===== src/rtl/my_type_pkg.sv =====
// Shared word type and width helper for the typed channel FIFO family.
package my_type_pkg;

    localparam int DATA_W = 32;

    typedef logic [DATA_W-1:0] my_type_t;

    // Occupancy counter must represent 0..depth inclusive.
    function automatic int clog2_cnt(input int depth);
        return $clog2(depth + 1);
    endfunction

endpackage


===== src/rtl/typed_fifo_ch.sv =====
// One channel of elastic buffering: DEPTH-entry FIFO with valid/ready on both
// sides, occupancy count and synchronous flush.
module typed_fifo_ch
    import my_type_pkg::*;
#(
    parameter int DEPTH = 4,
    localparam int CNT_W = clog2_cnt(DEPTH),
    localparam int PTR_W = (DEPTH > 1) ? $clog2(DEPTH) : 1
) (
    input  logic             clk,
    input  logic             rst_n,
    input  logic             flush,
    input  logic             in_valid,
    output logic             in_ready,
    input  my_type_t         in_data,
    output logic             out_valid,
    input  logic             out_ready,
    output my_type_t         out_data,
    output logic [CNT_W-1:0] count
);

    my_type_t         mem [DEPTH];
    logic [PTR_W-1:0] wr_ptr;
    logic [PTR_W-1:0] rd_ptr;
    logic [CNT_W-1:0] cnt;
    logic             push;
    logic             pop;

    // Explicit wrap so non-power-of-two depths return to 0 after DEPTH-1.
    function automatic logic [PTR_W-1:0] bump(input logic [PTR_W-1:0] p);
        return (p == PTR_W'(DEPTH - 1)) ? '0 : p + PTR_W'(1);
    endfunction

    assign in_ready  = (cnt != CNT_W'(DEPTH));
    assign out_valid = (cnt != '0);
    assign out_data  = mem[rd_ptr];
    assign count     = cnt;
    assign push      = in_valid & in_ready;
    assign pop       = out_valid & out_ready;

    always_ff @(posedge clk or negedge rst_n) begin
        if (!rst_n) begin
            wr_ptr <= '0;
            rd_ptr <= '0;
            cnt    <= '0;
            for (int i = 0; i < DEPTH; i++) mem[i] <= '0;
        end else if (flush) begin
            // Storage is left untouched; only the bookkeeping is cleared.
            wr_ptr <= '0;
            rd_ptr <= '0;
            cnt    <= '0;
        end else begin
            if (push) begin
                mem[wr_ptr] <= in_data;
                wr_ptr      <= bump(wr_ptr);
            end
            if (pop) rd_ptr <= bump(rd_ptr);
            if (push && !pop)      cnt <= cnt + CNT_W'(1);
            else if (!push && pop) cnt <= cnt - CNT_W'(1);
        end
    end

endmodule


===== src/rtl/typed_chan_fifo.sv =====
// NUM_CH independent typed FIFO channels; the top only slices packed port arrays.
module typed_chan_fifo
    import my_type_pkg::*;
#(
    parameter int NUM_CH = 2,
    parameter int DEPTH  = 4,
    localparam int CNT_W = clog2_cnt(DEPTH)
) (
    input  logic                          clk,
    input  logic                          rst_n,
    input  logic     [NUM_CH-1:0]         flush,
    input  logic     [NUM_CH-1:0]         in_valid,
    output logic     [NUM_CH-1:0]         in_ready,
    input  my_type_t [NUM_CH-1:0]         in_data,
    output logic     [NUM_CH-1:0]         out_valid,
    input  logic     [NUM_CH-1:0]         out_ready,
    output my_type_t [NUM_CH-1:0]         out_data,
    output logic     [NUM_CH-1:0][CNT_W-1:0] count
);

    for (genvar c = 0; c < NUM_CH; c++) begin : g_ch
        typed_fifo_ch #(.DEPTH(DEPTH)) u_ch (
            .clk       (clk),
            .rst_n     (rst_n),
            .flush     (flush[c]),
            .in_valid  (in_valid[c]),
            .in_ready  (in_ready[c]),
            .in_data   (in_data[c]),
            .out_valid (out_valid[c]),
            .out_ready (out_ready[c]),
            .out_data  (out_data[c]),
            .count     (count[c])
        );
    end

endmodule


===== config.mk =====
export PLATFORM = sky130hd
export DESIGN_NAME = typed_chan_fifo
export DESIGN_NICKNAME = d
export VERILOG_FILES = /design/src/rtl/my_type_pkg.sv /design/src/rtl/typed_fifo_ch.sv /design/src/rtl/typed_chan_fifo.sv
export SDC_FILE = /design/constraint.sdc
export NUM_CORES = 1
export LEC_CHECK = 0
export CORE_MARGIN = 3
export CORE_UTILIZATION = 40
export DETAILED_ROUTE_END_ITERATION = 8
export GPL_ROUTABILITY_DRIVEN = 0
export MAX_ROUTING_LAYER = met4
export SLEW_MARGIN = 20
export SYNTH_ARGS = -nofsm -noshare
export SYNTH_HDL_FRONTEND = slang
export SYNTH_SLANG_ARGS = --single-unit

===== constraint.sdc =====
create_clock -name clk -period 2.7 [get_ports clk]
set_clock_uncertainty 0.05 [all_clocks]
set_input_delay 0.27 -clock clk [delete_from_list [all_inputs] [get_ports clk]]
set_output_delay 0.27 -clock clk [all_outputs]
set_load 0.01 [all_outputs]

==> metrics <==
Ys Warns 0; detailed-route wire length per cell approximately 19 um; CP endpoint kind output pin; # DRC 0; area post-placement 14860 um^2; cells after synthesis 745; R2R Path End g_ch[0].u_ch.count[2]; number of synthesized flops with an enable pin 0; total CTS buffers 31; Initial DRC Count between 200 and 300; post-synthesis cell area approximately 13000 um^2; WL final around 26 mm; Worst setup SP type register; Site Rows 65; power per cell area 1091 nW/um^2; first-pass GRT wire length 41.54 mm; Flop pwr share a little under two fifths; Sink Count 270; sequential area share after synthesis 52.15%; CP max stage cell mux4_2; Nets roughly 1000; clk slew on worst S/H paths 0.06 ns; largest net degree at the start of global routing 69; clock share of power 24.1%; min cycle time layout between 2 and 3 ns; Worst-Margin Slew 0.4536 ns; static leakage 7.321 nW; Detailed Place HPWL 16.39 mm; syn nets a little over 800; average size of a mapped cell around 17 um^2; I/O Pins roughly 150; area leader, netlist dfrtp_1; Synth area leaders dfrtp_1 (52%), mux2_4 (17%), mux4_2 (11%); Chip Height 186.0 um; total gr overflow 0; status complete, no violations; Clock Path Buffers 3; distinct cell type count after synthesis 45; detail-routed via count per cell 5.153; Synth Register Bits 270; Sw Ratio a little over a quarter; Setup crit end out_data[1]; internal reg-to-reg setup slack 0.45 ns; Worst R2R Path Depth 6; Core ar. 31720 um^2; Yosys top cell area share a little over half; worst r2r src g_ch[0].u_ch.count[2]; share of layout cells above drive strength 1 43.52%; combinational power share 38.0%; CP delay by family, top buffers and inverters; Crit Path Max Fanout 5; WP buf/inv 2; Final Max Tran Viols 0; vias roughly 6800; VDD IR max 0.0004894 V; 1st-pass router iterations 4; antenna violations before repair 1; # setup viols final 0; vias in the first global route 7461; max frequency 386.9 MHz; ys async rst share 100.0%; H-tree Lvls 1; CTS tree yes; Req. time, crit path 2.38 ns; gr usage total 15.46%; finished layout cell area 15900 um^2; clk root buf clkbuf_16; Total Power between 15 and 20 mW; Die Wd around 190 um; min-delay worst type input port to async pin; Internal 12.66 mW; Post-DRT Antenna Nets 0; port buffer count 145; setup TNS 0 ns; ys flop type dfrtp_1; Worst path depth 3; RSZ-0062 raised after global routing false; crit path kind register to output pin; Die Footprint 34590 um^2; final period utilization 95.72%; crit path from g_ch[0].u_ch.rd_ptr[0]; Crit path arrival time 2.26 ns; NetSw 4.697 mW; Final Hold Vio Count 0; Area Overhead vs Synth 22.75%; clock latency on the worst-skew pair 0.55 ns; CP max stage delay 0.54 ns; Initial Util 40.85%; Rel. slew slack 69.50%; Max Cap Viol 0; cells along the critical path buf_4, mux4_2, clkdlybuf4s50_1
## worst min-delay path by stage
stage | startpoint | cells past startpoint | to | slack (ns)
after floorplan | rst_n | 0 | g_ch[0].u_ch.count[0] | -0.08
after global placement | rst_n | 1 | g_ch[1].u_ch.mem[99] | 0.15
after detailed placement | rst_n | 1 | g_ch[1].u_ch.mem[99] | 0.15
after CTS | rst_n | 2 | g_ch[1].u_ch.mem[99] | 0.15
after global routing | rst_n | 2 | g_ch[1].u_ch.mem[99] | 0.18
final | rst_n | 2 | g_ch[1].u_ch.mem[99] | 0.17
## cell usage in the layout, fill, tap and decap left out, drive strengths merged, types with 3 or more instances in the layout
cell type,synthesis,routed
dfrtp,270,270
a21oi,5,5
nor2,15,15
inv,14,15
mux2,259,259
ha,9,9
nand3,12,12
bufinv,0,3
mux4,64,64
mux2i,4,4
or3,3,3
clkdlybuf4s50,0,144
buf,45,36
o21ai,5,5
o31ai,3,3
clkbuf,8,48
## layout make-up
type                       instances  area (um^2)
clock buffer                      48        909.6
fill                            2696        15810
inverter                          14        57.56
multi-input combinational        408         5658
timing repair buffer             181         1908
sequential                       270         6761
clock inverter                     5        103.9
tap                              402        503.0
antenna                            1        2.502
## logic make-up (layout without fill, tap and decap cells)
group / Yosys count / after routing / synth area share, %
AO/OA/AOI/OAI: 27 / 27 / 1.487
XOR/XNOR: 2 / 2 / 0.1352
adder cells (fa/ha/maj): 11 / 11 / 1.178
buffers and inverters: 67 / 248 / 4.182
flip-flops: 270 / 270 / 52.15
multiplexers: 327 / 327 / 38.20
other: 0 / 1 / 0
AND/OR/NAND/NOR: 41 / 41 / 2.665
## metrics by stage
| step | utilization (%) | hold WS (ns) | std cells | worst slack (ns) |
|---|---|---|---|---|
| finish | 50.14 | 0.1658 | 1329 | 0.1156 |
| global route | 50.14 | 0.1757 | 1329 | 0.03589 |
| CTS | 50.12 | 0.1455 | 1328 | 0.03101 |
| detailed placement | 46.84 | 0.1473 | 1272 | 0.3071 |
| global placement | 46.84 | 0.1526 | 1272 | 0.3481 |
| floorplan | - | -0.07559 | 745 | 0.4893 |
## cells in the mapped netlist, drive strengths merged (2+ instances only)
cell type	n
ha	9
a21oi	5
o21a	2
mux4	64
dfrtp	270
nor3b	2
nor2	15
buf	45
a311oi	2
or3	3
xor2	2
nand3b	2
o31ai	3
fa	2
inv	14
nand3	12
clkbuf	8
mux2	259
mux2i	4
o21ai	5
## what timing repair did
| action | in CTS | in global routing |
|---|---|---|
| resized for setup | 1 | 1 |
| setup buffers | 2 | 0 |
| endpoints found under the hold margin | 266 | 0 |
| hold buffers | 1 | 0 |
| setup endpoints to repair | 25 | 6 |
## power groups by stage
stage	clock network, mW	logic, mW	registers, mW
detailed placement	0	6.67	6.62
global route	4.48	7.08	6.79
floorplan	0	4.41	6.29
global placement	0	6.58	6.62
CTS	4.32	6.72	6.57
finish	4.19	6.60	6.57
## metal layers
metal / global-route usage (%) / up-vias / wire [um]
met5: - / - / 0
met4: 2.979 / 0 / 447
met3: 3.166 / 32 / 1277
met2: 24.41 / 145 / 11910
met1: 21.04 / 3592 / 11970
li1: - / 3079 / -
## registers in the layout, summed over array words and instances, names as in the netlist
register / flops
g_ch.u_ch.mem: 256
g_ch.u_ch.count: 6
g_ch.u_ch.rd_ptr: 4
g_ch.u_ch.wr_ptr: 4
Note: power is estimated with default switching activity, not from simulation.
